<file path="config.mk">
export PLATFORM = sky130hd
export DESIGN_NAME = spi_cmd_rx_flat
export DESIGN_NICKNAME = d
export VERILOG_FILES = /design/src/rtl/spi_cmd_rx_if.sv /design/src/rtl/spi_cmd_rx.sv /design/src/flat_wrapper.sv
export SDC_FILE = /design/constraint.sdc
export NUM_CORES = 1
export LEC_CHECK = 0
export CAP_MARGIN = 10
export CORE_MARGIN = 3
export CORE_UTILIZATION = 35
export CTS_CLUSTER_DIAMETER = 60
export DETAILED_ROUTE_END_ITERATION = 10
export SYNTH_ARGS = -nofsm -noshare
export SYNTH_HDL_FRONTEND = slang
export SYNTH_SLANG_ARGS = --single-unit
</file>
<file path="constraint.sdc">
create_clock -name clk -period 1.84 [get_ports clk]
set_clock_uncertainty 0.1 [all_clocks]
set_input_delay 0.46 -clock clk [delete_from_list [all_inputs] [get_ports clk]]
set_output_delay 0.46 -clock clk [all_outputs]
set_load 0.05 [all_outputs]
</file>
<file path="src/rtl/spi_cmd_rx_if.sv">
// spi_cmd_rx_if
// Groups the SPI pins and command outputs of spi_cmd_rx so they travel as one port.
//   sck, sdi, cs : raw SPI pins. The master drives them and the receiver samples them.
//   val          : last accepted command (DATA_W bits).
//   val_valid    : one-cycle pulse when val updates.
//   frame_err    : one-cycle pulse when a frame with a bad bit count closes.
//   busy         : high while a frame is being received.
//   frame_cnt    : count of good frames. It wraps from 255 to 0.
interface spi_cmd_rx_if #(
    parameter int DATA_W = 8
);
    logic              sck;
    logic              sdi;
    logic              cs;
    logic [DATA_W-1:0] val;
    logic              val_valid;
    logic              frame_err;
    logic              busy;
    logic [7:0]        frame_cnt;

    modport master (
        output sck, sdi, cs,
        input  val, val_valid, frame_err, busy, frame_cnt
    );

    modport slave (
        input  sck, sdi, cs,
        output val, val_valid, frame_err, busy, frame_cnt
    );
endinterface

</file>
<file path="src/rtl/spi_cmd_rx.sv">
// spi_cmd_rx
// This block oversamples the raw SPI pins in the clk domain and assembles MSB-first frames.
// A frame of exactly DATA_W bits updates the held command byte. A frame with any other
// non-zero bit count is flagged and discarded.
//   clk    : system clock
//   reset  : synchronous, active-low reset
//   bus    : spi_cmd_rx_if.slave, which carries the pins sck/sdi/cs and the outputs
//            val/val_valid/frame_err/busy/frame_cnt
//
// state  | meaning
// IDLE   | waiting for cs to rise
// RECV   | frame open, shifting bits on sck rising edges
// COMMIT | frame closed, accept the frame or flag an error based on the bit count
module spi_cmd_rx #(
    parameter int DATA_W      = 8,
    parameter int SYNC_STAGES = 2
) (
    input  logic         clk,
    input  logic         reset,
    spi_cmd_rx_if.slave  bus
);
    localparam int CNT_W = $clog2(DATA_W + 2);
    localparam int ST_W  = $clog2(SYNC_STAGES + 2);
    localparam logic [CNT_W-1:0] CNT_FULL = CNT_W'(DATA_W);
    localparam logic [CNT_W-1:0] CNT_SAT  = CNT_W'(DATA_W + 1);
    localparam logic [ST_W-1:0]  SETTLE   = ST_W'(SYNC_STAGES + 1);

    typedef enum logic [1:0] {
        ST_IDLE,
        ST_RECV,
        ST_COMMIT
    } state_t;

    state_t                  r_state;
    state_t                  w_state_nxt;
    logic [SYNC_STAGES-1:0]  r_sck_sync;
    logic [SYNC_STAGES-1:0]  r_sdi_sync;
    logic [SYNC_STAGES-1:0]  r_cs_sync;
    logic                    r_sck_h;
    logic                    r_cs_h;
    logic [ST_W-1:0]         r_settle;
    logic [CNT_W-1:0]        r_cnt;
    logic [DATA_W-1:0]       r_shift;
    logic [DATA_W-1:0]       r_val;
    logic                    r_val_valid;
    logic                    r_frame_err;
    logic [7:0]              r_frame_cnt;

    logic w_sck_s, w_sdi_s, w_cs_s;
    logic w_ready;
    logic w_sck_rise, w_cs_rise, w_cs_fall;
    logic w_clear, w_shift_en, w_good, w_err;

    assign w_sck_s = r_sck_sync[SYNC_STAGES-1];
    assign w_sdi_s = r_sdi_sync[SYNC_STAGES-1];
    assign w_cs_s  = r_cs_sync[SYNC_STAGES-1];

    // The chains clear to 0 on reset. Until the chains and the history flops hold real
    // pin values, the edge detectors are blanked. This stops a cs that is already high at
    // reset release from being seen as a fresh rising edge.
    assign w_ready    = (r_settle == SETTLE);
    assign w_sck_rise = w_ready &  w_sck_s & ~r_sck_h;
    assign w_cs_rise  = w_ready &  w_cs_s  & ~r_cs_h;
    assign w_cs_fall  = w_ready & ~w_cs_s  &  r_cs_h;

    always_ff @(posedge clk) begin
        if (!reset) begin
            r_sck_sync <= '0;
            r_sdi_sync <= '0;
            r_cs_sync  <= '0;
            r_sck_h    <= 1'b0;
            r_cs_h     <= 1'b0;
            r_settle   <= '0;
        end else begin
            r_sck_sync <= {r_sck_sync[SYNC_STAGES-2:0], bus.sck};
            r_sdi_sync <= {r_sdi_sync[SYNC_STAGES-2:0], bus.sdi};
            r_cs_sync  <= {r_cs_sync[SYNC_STAGES-2:0], bus.cs};
            r_sck_h    <= w_sck_s;
            r_cs_h     <= w_cs_s;
            if (!w_ready) begin
                r_settle <= r_settle + ST_W'(1);
            end
        end
    end

    always_ff @(posedge clk) begin
        if (!reset) begin
            r_state <= ST_IDLE;
        end else begin
            r_state <= w_state_nxt;
        end
    end

    always_comb begin
        w_state_nxt = r_state;
        w_clear     = 1'b0;
        w_shift_en  = 1'b0;
        w_good      = 1'b0;
        w_err       = 1'b0;
        case (r_state)
            ST_IDLE: begin
                if (w_cs_rise) begin
                    w_state_nxt = ST_RECV;
                    w_clear     = 1'b1;
                end
            end
            ST_RECV: begin
                // An sck edge that arrives together with cs_fall sees cs_s low and is dropped.
                if (w_sck_rise && w_cs_s) begin
                    w_shift_en = 1'b1;
                end
                if (w_cs_fall) begin
                    w_state_nxt = ST_COMMIT;
                end
            end
            ST_COMMIT: begin
                w_state_nxt = ST_IDLE;
                if (r_cnt == CNT_FULL) begin
                    w_good = 1'b1;
                end else if (r_cnt != '0) begin
                    w_err = 1'b1;
                end
            end
            default: begin
                w_state_nxt = ST_IDLE;
            end
        endcase
    end

    always_ff @(posedge clk) begin
        if (!reset) begin
            r_cnt       <= '0;
            r_shift     <= '0;
            r_val       <= '0;
            r_val_valid <= 1'b0;
            r_frame_err <= 1'b0;
            r_frame_cnt <= '0;
        end else begin
            r_val_valid <= w_good;
            r_frame_err <= w_err;
            if (w_clear) begin
                r_cnt   <= '0;
                r_shift <= '0;
            end else if (w_shift_en) begin
                r_shift <= {r_shift[DATA_W-2:0], w_sdi_s};
                // The count saturates one past full, so any overlong frame still reads as bad.
                if (r_cnt != CNT_SAT) begin
                    r_cnt <= r_cnt + CNT_W'(1);
                end
            end
            if (w_good) begin
                r_val       <= r_shift;
                r_frame_cnt <= r_frame_cnt + 8'd1;
            end
        end
    end

    assign bus.val       = r_val;
    assign bus.val_valid = r_val_valid;
    assign bus.frame_err = r_frame_err;
    assign bus.busy      = (r_state == ST_RECV);
    assign bus.frame_cnt = r_frame_cnt;
endmodule

</file>
<file path="src/flat_wrapper.sv">
// flat-port wrapper written by rule: the top's interface ports become plain ports
module spi_cmd_rx_flat 
#(
    parameter int DATA_W      = 8,
    parameter int SYNC_STAGES = 2
)
  (clk, reset, bus_sck, bus_sdi, bus_cs, bus_val, bus_val_valid, bus_frame_err, bus_busy, bus_frame_cnt);
  spi_cmd_rx_if #(.DATA_W(DATA_W)) bus_i ();
  input  logic clk;
  input  logic reset;
  input wire logic [$bits(bus_i.sck)-1:0] bus_sck;
  input wire logic [$bits(bus_i.sdi)-1:0] bus_sdi;
  input wire logic [$bits(bus_i.cs)-1:0] bus_cs;
  output wire logic [$bits(bus_i.val)-1:0] bus_val;
  output wire logic [$bits(bus_i.val_valid)-1:0] bus_val_valid;
  output wire logic [$bits(bus_i.frame_err)-1:0] bus_frame_err;
  output wire logic [$bits(bus_i.busy)-1:0] bus_busy;
  output wire logic [$bits(bus_i.frame_cnt)-1:0] bus_frame_cnt;
  assign bus_i.sck = bus_sck;
  assign bus_i.sdi = bus_sdi;
  assign bus_i.cs = bus_cs;
  assign bus_val = bus_i.val;
  assign bus_val_valid = bus_i.val_valid;
  assign bus_frame_err = bus_i.frame_err;
  assign bus_busy = bus_i.busy;
  assign bus_frame_cnt = bus_i.frame_cnt;
  spi_cmd_rx #(.DATA_W(DATA_W), .SYNC_STAGES(SYNC_STAGES)) u_core (.clk(clk), .reset(reset), .bus(bus_i));
endmodule
</file>
==> results of run 1 <==
==> cell usage in the layout, fill, tap and decap left out, types with 4 or more instances in the layout <==
| cell | synthesis | layout |
|---|---|---|
| a21oi_1 | 26 | 26 |
| and2_1 | 9 | 9 |
| buf_12 | 0 | 7 |
| buf_4 | 0 | 21 |
| clkbuf_8 | 0 | 6 |
| clkdlybuf4s50_1 | 0 | 4 |
| dfxtp_1 | 42 | 41 |
| ha_1 | 5 | 5 |
| inv_1 | 4 | 4 |
| nand2_1 | 6 | 6 |
| nand2b_1 | 5 | 5 |
| nand3_1 | 21 | 21 |
| nand4_1 | 6 | 6 |
| o21ai_0 | 22 | 22 |
==> what timing repair did <==
| action | in CTS | in global routing |
|---|---|---|
| setup endpoints to repair | 1 | 2 |
| resized for setup | 1 | 2 |
| pin swaps | 0 | 0 |
| hold buffers | 0 | 0 |
==> routing by layer <==
layer,share of wire,global-route usage,up-vias
li1,-,-,739
met1,0.50,0.169,696
met2,0.44,0.193,25
met3,0.042,0.0387,6
met4,0.017,0.0543,0
met5,0,0,-
==> worst register-to-register path: cells and delay by family, from the launching register on <==
| kind | cells | cell delay [ns] |
|---|---|---|
| muxes | 1 | 0.21 |
| DFF | 1 | 0.51 |
| and+or+nand+nor | 2 | 0.69 |
==> through the flow <==
step	instance area, um^2	util	power (mW)	std cells
after floorplan	1760	-	1.04	191
after global placement	2110	0.441	1.08	276
after CTS	2200	0.460	1.69	284
final	2210	0.461	1.66	284
after global routing	2210	0.461	1.74	284
after detailed placement	2110	0.441	1.08	276
==> power groups by stage <==
stage / logic (mW) / registers, mW / clock network, mW
6_report: 0.115 / 0.947 / 0.601
5_1_grt: 0.128 / 0.951 / 0.665
4_1_cts: 0.115 / 0.948 / 0.625
3_5_place_dp: 0.115 / 0.969 / 0
3_3_place_gp: 0.114 / 0.968 / 0
2_1_floorplan: 0.0746 / 0.963 / 0
==> cell type report <==
class | instances | area share
Sequential cell | 42 | 0.382
Tap cell | 67 | 0.0380
Clock inverter | 1 | 0.00227
Multi-Input combinational cell | 131 | 0.379
Timing Repair Buffer | 32 | 0.153
Clock buffer | 7 | 0.0391
Inverter | 4 | 0.00681
==> synth_stat cells, types with 2 or more instances <==
cell and count:
nor3_1 2, o311ai_0 2, clkbuf_1 7, or3_1 3, inv_1 4, dfxtp_1 42
nor2_1 3, o31ai_1 3, nand4bb_4 2, o21ai_0 22, and2_1 9, mux2i_1 3
nand3_1 21, nand2b_1 5, nand2_1 6, nand4_1 6, buf_2 4, ha_1 5
and4bb_2 2, a21oi_1 26, o41ai_1 3
==> flip-flops by register name (all words and copies together), names as in the netlist, 2 cells and up <==
signal / flops
u_core.r_shift: 8
u_core.r_cnt: 4
u_core.bus.frame_cnt: 8
u_core.r_state: 2
u_core.r_cs_sync: 2
u_core.bus.val: 8
u_core.r_settle: 2
u_core.r_sdi_sync: 2
u_core.r_sck_sync: 2
==> worst paths after layout <==
| kind | startpoint | to | slack (ns) | depth (start not counted) |
|---|---|---|---|---|
| min reg2reg | u_core.r_cs_sync[0]$_SDFF_PN0_ | u_core.r_cs_sync[1]$_SDFF_PN0_ | 0.33 | 1 |
| max reg2reg | u_core.r_state[1]$_SDFFE_PN0P_ | u_core.bus.frame_cnt[7]$_SDFFE_PN0P_ | 0.26 | 3 |
| min | u_core.r_cs_sync[0]$_SDFF_PN0_ | u_core.r_cs_sync[1]$_SDFF_PN0_ | 0.33 | 1 |
| max | u_core.r_state[0]$_SDFFE_PN0P_ | bus_busy | 0.14 | 2 |
==> kinds of logic (layout without fill, tap and decap cells) <==
group,after synthesis,in the layout,share of synthesized area
compound gates,57,57,0.180
xor+xnor,1,1,0.00499
fa+ha+maj,5,5,0.0356
buf+inv,18,44,0.0463
flops,42,42,0.479
mux,3,3,0.0171
simple gates,65,65,0.237
==> impl_metrics.yaml, run 1 <==
place:
  place_ws_ns: 0.0106
  gp_congestion: 0.752
  dpl.hpwl_mm: 2.42
  numPortBuffers: 23
clocking:
  cts.clk_slew.worst_paths_ns: 0.08
  cts_tree: "done"
  cts_buffers: 5
  cts_buffer_depth: 2
  postCtsSetupBuffers: 0
  cts_root_buf: "clkbuf_8"
  clk_latency_ns: 0.29
  numClockSinks: 42
  cts_max_level: 2
die:
  rows: 25
  die_w_um: 76.8
  start_util: 0.367
  die_h_um: 76.8
  dieArea_um2: 5900
  fp.coreArea_um2: 4790
  io_pins: 24
grt:
  grt_pass1_wl_mm: 6.18
  grt_max_degree: 22
  gr-total-overflow: 0
  grt_pass1_vias: 1350
  track_usage: 0.128
  grt_antenna_before_repair: 0
logic_synthesis:
  ys_ff_latch: 42
  synth_warnings: 0
  netlist_instances: 191
  synth_top_area_frac: 0.479
  syn-num-nets: 201
  avgSynthCellArea_um2: 9.19
  synth_top_cell_by_area: "dfxtp_1"
  syn-cell-area_um2: 1760
  synth-edff-count: 0
  seq_area_frac_synth: 0.479
  ys.flop_type: "dfxtp_1"
  synthTopCellsByArea: "dfxtp_1, a21oi_1, o21ai_0, nand3_1, ha_1"
  synth.distinct_cells: 32
  synthArstFlopShare: 0
final_layout:
  area_growth_pct: 25.7
  multi_input_area_um2: 836
  ff_latch_area_um2: 842
  num_antenna_cells: 0
  final_layout_size_suffix_gt1_frac: 0.189
  fillerInstances: 464
  nets: 226
flow_run:
  cap_violations: 0
critical_path:
  crit_buf_inv: 1
  critPathSlowestCell: "dfxtp_2"
  start_kind: "flip-flop"
  path_class: "reg -> out"
  required_ns: 1.28
  critPathMaxFanout: 9
  crit_family: "flip-flops"
  slowest_delay_ns: 0.44
  critPathArrivalTime_ns: 1.14
  crit_chain: "nor2b_2, buf_12"
  crit_path_end_kind: "output port"
detailed_routing:
  vias: 1466
  drt_wl_total_mm: 3.55
  avgViaCountPerCell: 5.16
  ant_nets: 0
  wl_per_cell_um: 12.5
  remaining_drc_errors: 0
  firstDrtPassIters: 4
  first_iter_violations: 79
power:
  power.switching_mw: 0.374
  p_seq_frac: 0.570
  irDropWorstVdd_mv: 0.420
  clkPwrFrac: 0.361
  power_frac_comb: 0.069
  cellLeakagePower_nw: 0.783
  switching_share: 0.225
  p_int_mw: 1.29
  powerDensity_nw_per_um2: 754
timing:
  hold_ws_ns: 0.333
  period_needed_ns: 1.70
  setup_viol: 0
  fin_tns_setup_ns: 0
  finalCritPeriodShare: 0.922
  tightest_slew_ns: 0.518
  fmax_mhz: 590
  hold_viol: 0
  finalWorstSetupSlack_ns: 0.144
  maxSlewHeadroom: 0.655
  slew_violations: 0
  rsz0062_at_grt: "false"
outcome:
  status: "finished, final reports clean"
min_path:
  hold_path.class: "reg -> reg"
Power figures use the tool's default switching activity.
==> run 2: changes to the inputs <==
PLACE_DENSITY = 0.51   (was default)
==> run 2 against run 1 <==
Against the previous run:
- register-to-register slack got worse by 0.15 ns
- final cell count shrank 0.35%
- sequential cell count did not move
- wire length rose by 7.1%
- die area unchanged
- core utilization shrank 0.16 points
- total power down 0.27%
- non-clock buffer count down 1
- global-route usage grew 0.66 points
- count of clock-buffer cells in the layout unchanged
- via count rose by 1.6%
- hold slack better by 0.0034 ns
- critical path type is now reg -> reg
- critical endpoint is now u_core.bus.frame_cnt[5]$_SDFFE_PN0P_
- largest power group unchanged
==> impl_metrics.yaml, run 2 (synthesized netlist as in run 1, its figures left out) <==
place:
  numPortBuffers: 23
  place_ws_ns: 0.0803
  post-place-cells: 275
  post_dp_cell_area_um2: 2100
  dpl.hpwl_mm: 2.71
  gp_congestion: 0.793
critical_path:
  crit_chain: "inv_1, ha_1, nand4_1, o311ai_0, o41ai_1"
  r2r_start: "u_core.r_cnt[0]$_SDFFE_PP0P_"
  cp-startpoint: "u_core.r_cnt[0]$_SDFFE_PP0P_"
  critPathMaxFanout: 6
  start_kind: "flip-flop"
  path_class: "reg -> reg"
  required_ns: 1.90
  critPathSlowestCell: "o311ai_0"
  critPathArrivalTime_ns: 1.79
  crit_family: "compound AO/OA/AOI/OAI gates"
  crit_buf_inv: 1
  slowest_delay_ns: 0.37
  crit_path_end_kind: "flip-flop"
timing:
  hold_ws_ns: 0.337
  hold_viol: 0
  fin_tns_setup_ns: 0
  maxSlewHeadroom: 0.672
  finalWorstSetupSlack_ns: 0.106
  rsz0062_at_grt: "true"
  setup_viol: 0
  period_needed_ns: 1.73
  fmax_mhz: 577
  slew_violations: 0
  finalCritPeriodShare: 0.942
  tightest_slew_ns: 0.492
grt:
  gr-total-overflow: 0
  grt_pass1_wl_mm: 6.55
  grt_antenna_before_repair: 0
  grt_max_degree: 22
  grt_pass1_vias: 1428
  track_usage: 0.135
final_layout:
  design_area_um2: 2200
  num_antenna_cells: 0
  fin_util: 0.459
  nets: 225
  final_common_cell: "dfxtp_1"
  area_growth_pct: 25.2
  final_cell_mix: "dfxtp_1, a21oi_1, o21ai_0"
  final_layout_size_suffix_gt1_frac: 0.185
  fillerInstances: 469
  stdcell_count: 283
power:
  clkPwrFrac: 0.361
  irDropWorstVdd_mv: 0.450
  p_int_mw: 1.29
  total_power_mw: 1.66
  switching_share: 0.224
  power_frac_comb: 0.068
  cellLeakagePower_nw: 0.778
  powerDensity_nw_per_um2: 755
  power.switching_mw: 0.372
  p_seq_frac: 0.571
clocking:
  cts_tree: "done"
  cts.clk_slew.worst_paths_ns: 0.08
  clk_latency_ns: 0.28
  cts_buffers: 5
  cts_max_level: 2
  cts_root_buf: "clkbuf_8"
  cts_buffer_depth: 2
  numClockSinks: 42
detailed_routing:
  firstDrtPassIters: 4
  avgViaCountPerCell: 5.26
  ant_nets: 0
  first_iter_violations: 94
  remaining_drc_errors: 0
  wl_per_cell_um: 13.4
  drt_wl_total_mm: 3.81
  vias: 1489
die:
  die_h_um: 76.8
  die_w_um: 76.8
  start_util: 0.367
  dieArea_um2: 5900
  io_pins: 24
  rows: 25
  fp.coreArea_um2: 4790
outcome:
  status: "finished, final reports clean"
min_path:
  hp-start: "u_core.r_cs_sync[0]$_SDFF_PN0_"
  hold_path.class: "reg -> reg"
flow_run:
  cap_violations: 0
run 2: cell count changes in the layout (fill, tap and decap cells not counted):
cell / delta
o311ai_0: +1
buf_4: -1
o311ai_1: -1
run 2: final timing paths:
| check | endpoint | slack [ns] | cells past startpoint |
|---|---|---|---|
| setup / recovery | u_core.bus.frame_cnt[5]$_SDFFE_PN0P_ | 0.11 | 5 |
| hold / removal | u_core.r_cs_sync[1]$_SDFF_PN0_ | 0.34 | 1 |
| setup reg to reg | u_core.bus.frame_cnt[5]$_SDFFE_PN0P_ | 0.11 | 5 |
| hold reg to reg | u_core.r_cs_sync[1]$_SDFF_PN0_ | 0.34 | 1 |
run 2: layout make-up:
class | count | area [um^2] | area share
repair buffers | 31 | 330 | 0.150
well taps | 67 | 83.8 | 0.0381
multi-input cells | 131 | 836 | 0.380
clock buffers | 7 | 86.3 | 0.0393
flip-flops and latches | 42 | 842 | 0.383
clock inverters | 1 | 5.00 | 0.00228
inverters | 4 | 15.0 | 0.00683
run 2: layer usage:
layer	GRT usage	wire length [um]	up-vias
li1	-	-	737
met1	0.173	1740	696
met2	0.218	1830	52
met3	0.0364	210	4
met4	0.0435	27	0
met5	0	0	-
run 2: power groups by stage:
stage | Clock, mW | Sequential (mW) | Combinational, mW
final | 0.599 | 0.947 | 0.113
after global routing | 0.661 | 0.950 | 0.124
after CTS | 0.625 | 0.947 | 0.115
after detailed placement | 0 | 0.969 | 0.113
after global placement | 0 | 0.967 | 0.109
after floorplan | 0 | 0.963 | 0.0746
run 2: worst register-to-register path, delay by kind of cell (launching register included):
| kind | cells | cell delay (ns) |
|---|---|---|
| adder cells (fa/ha/maj) | 1 | 0.30 |
| buffers and inverters | 1 | 0.10 |
| AND/OR/NAND/NOR | 1 | 0.24 |
| AO/OA/AOI/OAI | 2 | 0.52 |
| flip-flops | 1 | 0.35 |
run 2: timing repair:
action / CTS / global route
hold buffers: 0 / 0
resized for setup: 1 / 1
setup endpoints to repair: 1 / 4
setup buffers: 0 / 0
==> run 3: changes to the inputs <==
PLACE_DENSITY = 0.6   (was 0.51)
==> results of run 3 <==
Final layout, timing and power as in run 1 (identical DEF).
==> edit 1: new RTL, settings of run 2 <==
`DATA_W` is set to 8 in 3 places; all go to 4.
--- a/src/rtl/spi_cmd_rx_if.sv
+++ b/src/rtl/spi_cmd_rx_if.sv
@@ -9,3 +9,3 @@
 interface spi_cmd_rx_if #(
-    parameter int DATA_W = 8
+    parameter int DATA_W = 4
 );
--- a/src/rtl/spi_cmd_rx.sv
+++ b/src/rtl/spi_cmd_rx.sv
@@ -14,3 +14,3 @@
 module spi_cmd_rx #(
-    parameter int DATA_W      = 8,
+    parameter int DATA_W      = 4,
     parameter int SYNC_STAGES = 2
--- a/src/flat_wrapper.sv
+++ b/src/flat_wrapper.sv
@@ -3,3 +3,3 @@
 #(
-    parameter int DATA_W      = 8,
+    parameter int DATA_W      = 4,
     parameter int SYNC_STAGES = 2
Ports: changed (resized bus_val); port bits go from 24 to 20. No check against the original RTL was run, so the function may have changed too.
==> edit 1 against run 2 <==
- non-clock buffer count down 3
- design area down 19%
- power down 15%
- via count down 25%
- synthesized area down 24%
- utilization up 4.9 points
- first-iteration DRC count down 49%
- sequential cell count down 9
- critical path depth unchanged
- setup slack better by 0.029 ns
- routed wire length down 27%
- largest cell class unchanged
==> edit 1: results (changes against run 2) <==
Synth Flop Type=dfxtp_1; 1st-iter DRT viols=48 (-49%); complex-gate fraction of the synthesized area=0.136 (-0.0441); syn_area_per_cell=9.30 um^2 (+1.2%); pin count of the biggest net entering global routing=15 (-32%); Via Count=1112 (-25%); crit-path leading delay family=simple AND/OR/NAND/NOR gates; Critical Path Max Stage Delay=0.51 ns (+0.14 ns); slowest cell on the critical path=or4_1; Peak VDD IR=400 uV (-11%); Placement Cell Area=1670 um^2 (-21%); Switch Pwr=320 uW (-14%); first-pass GRT wire length=4730 um (-28%); Leak=0.708 nW (-9.0%); multiplexer share of the synthesized area=0.0224 (+0.00532); Slew HR=0.762 (+0.0901); pre-CTS WS=0.126 ns (+0.0459 ns); GRT Util Overall=0.139 (+0.00464); RD Place Congestion=0.812 (+2.4%); antenna fix cells=0 (unchanged); xor-xnor portion of the synthesized cell area=0.0131 (+0.00809); most common library cells after synthesis=dfxtp_1, a21oi_1, nand2_1; layout cells sized above 1=0.205 (+0.0195); Unique masters post-synth=31 (-3.1%); Clk Latency, worst-skew pair=0.28 ns (about the same); I/O Buffers=19 (-17%); CP Max Fanout=11 (+5); Adder-Cell Fraction of Synth Area=0.0467 (+0.0111); Syn Nets=154 (-23%); post-placement cell count=208 (-24%); WP data arrival=1.81 ns (+0.02 ns); DRT Pass-1 Iters=4 (unchanged); hpwl dp=2050 um (-24%); total number of yosys warnings=0 (unchanged); buffer depth of the longest clock path=2 (unchanged); Seq/Total Area, Yosys=0.493 (+0.0145); Root Buffer=clkbuf_8; Final nets=181 (-20%); Routed WL=2790 um (-27%); DR WL/cell=12.9 um (-4.4%); number of flip-flops in the largest register=8; Synth area leaders=dfxtp_1, a21oi_1, and2_1, ha_1, nand2_1; status=finished clean
## edit 1: cell types whose count changed after synthesis, moves of 3 or more
cell     before  now
a21oi_1      26   16
dfxtp_1      42   33
nand2_1       6   15
nand3_1      21    8
o21ai_0      22    5
o41ai_1       3    0
or3_1         3    0
## edit 1: per-layer routing
metal	share of wire	global-route usage	up-vias
met1	0.45	0.155	528
met3	0.051	0.0476	4
met2	0.49	0.238	21
li1	-	-	559
met4	0.012	0.0645	0
met5	0	0	-
## edit 1: path summary, 6_finish.rpt
check | slack (ns) | depth (start not counted) | end | from
worst max-delay path | 0.13 | 5 | u_core.bus.frame_cnt[6] | u_core.r_cnt[0]
worst min-delay path | 0.33 | 1 | u_core.r_sck_sync[1] | u_core.r_sck_sync[0]
worst max register to register | 0.13 | 5 | u_core.bus.frame_cnt[6] | u_core.r_cnt[0]
worst min register to register | 0.33 | 1 | u_core.r_sck_sync[1] | u_core.r_sck_sync[0]
## edit 1: cell type report
class                   count  area (um^2)
clock inverters             1         7.51
flip-flops and latches     33          662
repair buffers             28          320
fillers                   342         1720
clock buffers               6         82.6
inverters                   6         22.5
multi-input cells          97          624
well taps                  46         57.6
## edit 1: power by group through the flow
stage	clock network [mW]	logic [mW]	registers, mW
global placement	0	0.108	0.766
floorplan	0	0.0739	0.758
detailed placement	0	0.108	0.768
global route	0.602	0.123	0.755
finish	0.547	0.109	0.752
CTS	0.571	0.110	0.751
## edit 1: what timing repair did
| action | in CTS | in global routing |
|---|---|---|
| setup endpoints to repair | 1 | 3 |
| pin swaps | 0 | 0 |
| hold buffers | 0 | 0 |
| setup buffers | 0 | 2 |
| gates resized for setup | 1 | 1 |
| cloned | 0 | 0 |
==> edit 2: new RTL, flow settings as in run 2 <==
Without the edit above. Make the reset (`reset`) asynchronous in 3 clocked blocks. Comments in the files are not updated.
--- a/src/rtl/spi_cmd_rx.sv
+++ b/src/rtl/spi_cmd_rx.sv
@@ -65,3 +65,3 @@
 
-    always_ff @(posedge clk) begin
+    always_ff @(posedge clk or negedge reset) begin
         if (!reset) begin
@@ -85,3 +85,3 @@
 
-    always_ff @(posedge clk) begin
+    always_ff @(posedge clk or negedge reset) begin
         if (!reset) begin
@@ -129,3 +129,3 @@
 
-    always_ff @(posedge clk) begin
+    always_ff @(posedge clk or negedge reset) begin
         if (!reset) begin
Behaviour: differs if reset is asserted again (counterexample within 10 cycles, from zero or initial values and one cycle with reset low); with reset held inactive, the same outputs for 10 cycles.
==> edit 2 against run 2 <==
- synthesized area rose by 1.7%
- power up 6.0%
- critical path depth down 3
- die area up 1.6%
- via count is 21% lower
- routed wire length decreased by 14%
- sequential cell count unchanged
- utilization up 2.2 points
- setup slack worse by 0.012 ns
- sequential power up 4.0%
- synthesized cell count is 25% lower
- design area increased by 5.5%
==> edit 2: results (changes against run 2) <==
xor-xnor portion of the synthesized cell area=0.0441 (+0.0392); Synth Flop Type=dfrtp_1; Leak=1.10 nW (+42%); CP Max Fanout=9 (+3); hold slack=0.252 ns (-0.0850 ns); vias in the first global route=1089 (-24%); comb_multi_in=89 (-32%); Peak VDD IR=465 uV (+3.4%); hpwl dp=2340 um (-14%); Hold-fix buffers, CTS=1 (+1); worst hold path stage count=0 (-1); core area=4820 um^2 (+0.65%); Adder-Cell Fraction of Synth Area=0.0350 (-0.000599); WP data arrival=1.19 ns (-0.60 ns); Final nets=187 (-17%); DR WL/cell=13.4 um (-0.58%); multiplexer share of the synthesized area=0.0967 (+0.0796); pin count of the biggest net entering global routing=20 (-9.1%); 1st-iter DRT viols=47 (-50%); Final clock-cell share=0.0372 (-0.00433); asr flop ratio synth=1.00 (+1.00); inverters=8 (+4); Unique masters post-synth=33 (+3.1%); status=finished clean; GRT Util Overall=0.117 (-0.0175); number of signal-net buffers in the layout=31 (unchanged); Crit Reg-Reg Endpoint=u_core.bus.val[0]; reg2reg setup slack=0.15 ns (+0.04 ns); # clk buffers=6 (-1); Critical R2R Launch=u_core.r_cnt[1]; most common library cells after synthesis=dfrtp_1, nand3_1, a21oi_1; hold endpoint=u_core.r_sck_sync[1]; Layout non-clock buf frac=0.168 (+0.0180); FILL cells=453 (-3.4%); min-delay src=u_core.r_sck_sync[0]; complex-gate fraction of the synthesized area=0.0799 (-0.0997); RD Place Congestion=0.749 (-5.6%); Worst-Margin Slew=0.448 ns (-0.0433 ns); FFs & Latches=42 (unchanged); first-pass GRT wire length=5570 um (-15%); Reg2Reg Depth=6 (+1); area occupied by registers=1050 um^2 (+25%)
## edit 2: cell types whose count changed in the layout (fill, tap and decap cells not counted), sizes merged, moves of 3 or more
cell | run 2 | this run
a21oi | 26 | 10
mux2 | 0 | 10
nand3 | 21 | 12
dfxtp | 42 | 0
inv | 4 | 8
and2 | 9 | 1
o21ai | 22 | 13
or3 | 3 | 0
o41ai | 3 | 0
xnor2 | 0 | 6
nand4 | 6 | 2
dfrtp | 0 | 42
nand2b | 5 | 0
## edit 2: how the worst max path moves through the flow
stage / depth (start not counted) / startpoint / end
after floorplan: 1 / u_core.r_state[0] / bus_busy
after global placement: 6 / u_core.r_cnt[1] / u_core.bus.val[0]
after detailed placement: 6 / u_core.r_cnt[1] / u_core.bus.val[0]
after CTS: 2 / u_core.r_state[0] / bus_busy
after global routing: 6 / u_core.r_cnt[1] / u_core.bus.val[0]
final: 2 / u_core.r_state[0] / bus_busy
## edit 2: through the flow
stage / instance area (um^2) / worst slack [ns] / instances
5_1_grt: 2320 / 0.0174 / 245
3_3_place_gp: 2220 / 0.171 / 236
3_5_place_dp: 2220 / 0.124 / 236
4_1_cts: 2320 / 0.00348 / 245
6_report: 2320 / 0.0941 / 245
2_1_floorplan: 1790 / 0.118 / 144
## edit 2: metal layers
layer | vias to the layer above | share of wire | global-route usage
li1 | 567 | - | -
met4 | 0 | 0.0082 | 0.0374
met5 | - | 0 | 0
met2 | 27 | 0.44 | 0.160
met1 | 574 | 0.50 | 0.173
met3 | 2 | 0.051 | 0.0406
## edit 2: report_power, final
part	internal (mW)	total, mW	switching, mW
Clock	0.268	0.576	0.308
Sequential	0.955	0.985	0.0306
Combinational	0.0882	0.197	0.109
## edit 2: critical path, cell delays in order, from the launching register on
cell and delay (ns):
dfrtp_1 0.48, nor2b_2 0.26, buf_12 0.16
